[src/rtl/execute.sv]
// execute: single-issue execute stage with one-cycle ALU/memory/branch ops and a 16-cycle shift-add multiplier
module execute (
  input  logic        clk,
  input  logic        rst,
  input  logic        in_valid,
  input  logic [3:0]  op,
  input  logic [15:0] src1,
  input  logic [15:0] src2,
  input  logic [15:0] imm,
  input  logic [15:0] pc,
  input  logic [3:0]  dst,
  output logic        stall,
  output logic [15:0] val1,
  output logic [15:0] val2,
  output logic [15:0] val3,
  output logic        is_mem_read,
  output logic        is_mem_write,
  output logic        is_reg_write,
  output logic        do_branch,
  output logic [15:0] branch_addr,
  output logic        do_exe_mem_write,
  output logic [15:0] exe_mem_result,
  output logic [15:0] exe_mem_addr
);
  typedef enum logic {IDLE, MUL} state_t;
  state_t state;
  logic [3:0] cnt, mdst;
  logic [15:0] ma, mb, acc, sum, alu;
  logic take, is_alu;
  assign stall = state == MUL;
  assign take = in_valid && !stall && !do_branch;
  assign is_alu = op >= 4'd1 && op <= 4'd5;
  assign sum = acc + (mb[0] ? ma : 16'd0);
  always_comb begin
    alu = op == 4'd1 ? src1 + src2 :
          op == 4'd2 ? src1 - src2 :
          op == 4'd3 ? src1 & src2 :
          op == 4'd4 ? src1 | src2 : src1 << src2[3:0];
  end
  always_ff @(posedge clk or posedge rst) begin
    if (rst) begin
      state <= IDLE;
      {cnt, mdst, ma, mb, acc} <= '0;
      {val1, val2, val3, is_mem_read, is_mem_write, is_reg_write} <= '0;
      {do_branch, branch_addr, do_exe_mem_write, exe_mem_result, exe_mem_addr} <= '0;
    end else begin
      {val1, val2, val3, is_mem_read, is_mem_write, is_reg_write} <= '0;
      {do_branch, branch_addr, do_exe_mem_write, exe_mem_result, exe_mem_addr} <= '0;
      if (stall) begin
        acc <= sum;
        ma <= ma << 1;
        mb <= mb >> 1;
        cnt <= cnt + 4'd1;
        if (cnt == 4'd15) begin
          state <= IDLE;
          do_exe_mem_write <= 1'b1;
          exe_mem_result <= sum;
          exe_mem_addr <= {12'b0, mdst};
        end
      end else if (take) begin
        if (is_alu) begin
          do_exe_mem_write <= 1'b1;
          exe_mem_result <= alu;
          exe_mem_addr <= {12'b0, dst};
        end
        case (op)
          4'd6: begin
            val1 <= src1;
            val2 <= imm;
            val3 <= {12'b0, dst};
            is_mem_read <= 1'b1;
            is_reg_write <= 1'b1;
          end
          4'd7: begin
            val1 <= src1;
            val2 <= imm;
            val3 <= src2;
            is_mem_write <= 1'b1;
          end
          4'd8: begin
            do_branch <= src1 == src2;
            branch_addr <= src1 == src2 ? pc + imm : 16'd0;
          end
          4'd9: begin
            do_branch <= 1'b1;
            branch_addr <= src1 + imm;
          end
          4'd10: begin
            state <= MUL;
            cnt <= '0;
            acc <= '0;
            ma <= src1;
            mb <= src2;
            mdst <= dst;
          end
          default: ;
        endcase
      end
    end
  end
endmodule

[config.mk]
export PLATFORM = sky130hd
export DESIGN_NAME = execute
export DESIGN_NICKNAME = d
export VERILOG_FILES = /design/src/rtl/execute.sv
export SDC_FILE = /design/constraint.sdc
export NUM_CORES = 1
export LEC_CHECK = 0
export CAP_MARGIN = 30
export CORE_MARGIN = 1
export CORE_UTILIZATION = 65
export CTS_BUF_LIST = sky130_fd_sc_hd__clkbuf_16
export DETAILED_ROUTE_END_ITERATION = 8
export DONT_BUFFER_PORTS = 1
export GPL_TIMING_DRIVEN = 0
export HOLD_SLACK_MARGIN = 0.03
export PLACE_DENSITY = 0.78
export SKIP_LAST_GASP = 1
export SLEW_MARGIN = 20
export SYNTH_ARGS = -nofsm -noshare
export SYNTH_HDL_FRONTEND = slang
export SYNTH_SLANG_ARGS = --single-unit
[constraint.sdc]
create_clock -name clk -period 4.9 [get_ports clk]
set_input_delay 0.49 -clock clk [delete_from_list [all_inputs] [get_ports clk]]
set_output_delay 0.49 -clock clk [all_outputs]
set_load 0.01 [all_outputs]
==> flow_metrics.env <==
export IMPL_outcome="complete, no violations"
export IMPL_cp_max_fo=11
export IMPL_worstSetupEndpointType="register"
export IMPL_crit_type="input port to register"
export IMPL_worst_pin_slew_ns=1.08
export IMPL_clock_sinks=145
export IMPL_syn2layout_area_growth_pct=9.14
export IMPL_clock_latency_ns=0.44
export IMPL_wl_per_cell_microns=22.8
export IMPL_dp_hpwl_microns=25600
export IMPL_drive_gt1_share_pct=7.51
export IMPL_multi_input_area_sq_um=6340
export IMPL_syn_inst=1219
export IMPL_h_tree_depth=4
export IMPL_grt_use_met3_pct=12.9
export IMPL_slew_headroom_pct=28.1
export IMPL_core_sq_um=15800
export IMPL_yosysWarnings=0
export IMPL_crit_top_cell="clkbuf_1"
export IMPL_min_period_ns=3.75
export IMPL_ys_seq_area_share_pct=34.5
export IMPL_cts_root_buf="clkbuf_16"
export IMPL_crit_chain="clkbuf_1 -> inv_1 -> clkbuf_1 -> ha_1 -> buf_2 -> or3_1 -> o2111ai_1 -> a221o_1 -> nand2_1 -> o41ai_2 -> xor2_1 -> o22ai_1 -> a21oi_1 -> o2bb2ai_1"
export IMPL_clk_pin_slew_ns=0.06
export IMPL_start_util_pct=66.5
export IMPL_numCtsBuffers=17
export IMPL_num_vias=9679
export IMPL_ys_types=76
export IMPL_skew_ns=0.00936
export IMPL_instances_no_fill=1481
export IMPL_hold_class="input port to register"
export IMPL_p_total_mw=4.08
export IMPL_fmax_mhz=267
export IMPL_antenna_found_initial=1
export IMPL_fp_dieH_microns=129
export IMPL_rsz0062_at_grt="false"
export IMPL_cts_tree="yes"
export IMPL_max_cap_violations=0
export IMPL_place_congestion=1.01
export IMPL_busiest_layer="met2"
export IMPL_io_pins=177
export IMPL_hold_violations=0
export IMPL_cts_resized=0
export IMPL_grt_overflow=0
export IMPL_ys_seq_elements=145
export IMPL_register_area_sq_um=3630
export IMPL_final_max_slew_viol_count=0
export IMPL_syn_area_per_cell_sq_um=8.64
export IMPL_routed_via_density=6.54
export IMPL_ys_flop_type="dfrtp_1"
export IMPL_drtAntennaViolNets=0
export IMPL_async_flop_share_pct=100
export IMPL_worst_setup_path_start_kind="input port"
export IMPL_fin_nets=1434
export IMPL_met2_usage_pct=61.0
export IMPL_drc_errors=0
export IMPL_use_met1_pct=56.6
export IMPL_grt_pass1_wl_microns=51000
export IMPL_synth_edf_count=0
export IMPL_tns_ns=0
export IMPL_drt_wl_total_microns=33800
export IMPL_n_antenna_cell=0
export IMPL_slowest_delay_ns=0.59
export IMPL_portBuffers=0
export IMPL_grt_max_degree=94
export IMPL_dr_pass1_iters=8
export IMPL_setup_viol=0
export IMPL_syn_cell_area_sq_um=10500
export IMPL_die_width_microns=129
export IMPL_arrival_ns=4.04
export IMPL_fp_dieArea_sq_um=16700
export IMPL_postLayoutCoreUtil_pct=72.6
export IMPL_p_per_area_nw_per_um2=355
export IMPL_period_share_pct=76.6
export IMPL_clockBufferDepth=2
export IMPL_leakage_nw=5.48
export IMPL_crit_slowest_cell="clkbuf_1"
export IMPL_cp_required_ns=5.18
export IMPL_ir_drop_uv=291
export IMPL_grt_usage_pct=41.5
export IMPL_rows=46
export IMPL_place_inst=1447
export IMPL_fill_cells=1211
export IMPL_first_global_vias=8982
export IMPL_drt_iter0_drc=1194
[registers in the layout, indices dropped and copies added, names as in the netlist]
register	flops
acc	16
branch_addr	16
exe_mem_result	16
ma	16
mb	16
val1	16
val2	16
val3	16
cnt	4
exe_mem_addr	4
mdst	4
do_branch	1
do_exe_mem_write	1
is_mem_write	1
is_reg_write	1
stall	1
[layer usage]
metal  routed length (microns)  vias to the layer above
met5                         0                        -
met4                      1210                        0
met3                      4370                       74
met2                     14600                      662
met1                     13700                     4599
li1                          -                     4344
[path summary, 6_finish.rpt]
check / start / endpoint / slack [ns] / depth (start not counted)
worst max-delay path: src2[3] / exe_mem_result[14] / 1.15 / 14
worst min-delay path: imm[10] / val2[10] / 0.18 / 1
worst max register to register: mb[0] / acc[14] / 1.30 / 13
worst min register to register: mb[3] / mb[2] / 0.49 / 2
max in group asynchronous: rst / mb[15] / 3.56 / 3
min in group asynchronous: rst / branch_addr[2] / 0.56 / 2
[stage by stage]
step	hold WS (ns)	cell area, sq um	setup WS, ns
2_1_floorplan	0.452	10600	0.515
3_3_place_gp	0.464	10800	-0.789
3_5_place_dp	0.366	10900	0.879
4_1_cts	0.178	11500	1.32
5_1_grt	0.187	11500	1.09
6_report	0.179	11500	1.15
[cell usage in the layout, fill, tap and decap left out, types with 8 or more instances in the layout]
master | netlist | layout
a22oi_1 | 14 | 14
inv_1 | 58 | 59
dfrtp_1 | 145 | 145
nor3_1 | 25 | 24
nor2b_1 | 8 | 8
a31oi_1 | 10 | 10
o211ai_1 | 8 | 8
a22o_1 | 9 | 9
clkbuf_1 | 51 | 51
nand2_1 | 117 | 117
mux2i_1 | 17 | 17
and3_1 | 22 | 22
a211oi_1 | 11 | 11
xor2_1 | 14 | 14
clkbuf_16 | 0 | 17
o21ai_0 | 75 | 75
ha_1 | 102 | 102
buf_2 | 12 | 12
xnor2_1 | 32 | 32
buf_4 | 14 | 15
o21ai_1 | 18 | 18
a21o_1 | 16 | 16
mux4_2 | 9 | 9
and2_1 | 34 | 34
conb_1 | 1 | 12
o22ai_1 | 16 | 16
nor2_1 | 136 | 136
a21oi_1 | 103 | 103
nand3_1 | 25 | 25
[power by group]
part | switching (mW) | internal (mW)
logic | 0.785 | 0.435
registers | 0.148 | 1.38
clock network | 0.537 | 0.798
[layout make-up]
class,count,share of cell area (%)
Multi-Input combinational cell,944,55.2
Sequential cell,145,31.6
Clock buffer,17,3.70
Buffer,81,3.30
Tap cell,216,2.35
Inverter,60,2.02
Clock inverter,15,1.46
Timing Repair Buffer,3,0.392
[synthesized netlist by cell type, types with 25 or more instances]
library cell / number / area [sq um]
nor3_1: 25 / 125
inv_1: 58 / 218
xnor2_1: 32 / 280
nand2_1: 117 / 439
o21ai_0: 75 / 375
clkbuf_1: 51 / 191
nand3_1: 25 / 125
a21oi_1: 103 / 515
ha_1: 102 / 1280
nor2_1: 136 / 510
and2_1: 34 / 213
dfrtp_1: 145 / 3630
[timing repair]
item                      4_1_cts  5_1_grt
hold endpoints to repair       52        0
hold buffers                    1        0
buffers inserted                0        0
[worst max-delay path: cells and delay by family]
kind,cells,cell delay [ns]
AOI/OAI and AO/OA,6,1.22
buffers and inverters,4,1.20
and+or+nand+nor,2,0.57
adders and majority gates,1,0.36
xor gates and xnor gates,1,0.18
[logic make-up after synthesis]
group	Yosys count	share of synthesized area, %
buffers and inverters	141	5.74
AND/OR/NAND/NOR	398	17.4
flip-flops	145	34.5
AO/OA/AOI/OAI	347	21.0
other	1	0.0356
adder cells (fa/ha/maj)	107	13.1
multiplexers	34	4.40
XOR/XNOR	46	3.83
No activity file was read; power rests on OpenSTA's default activity.
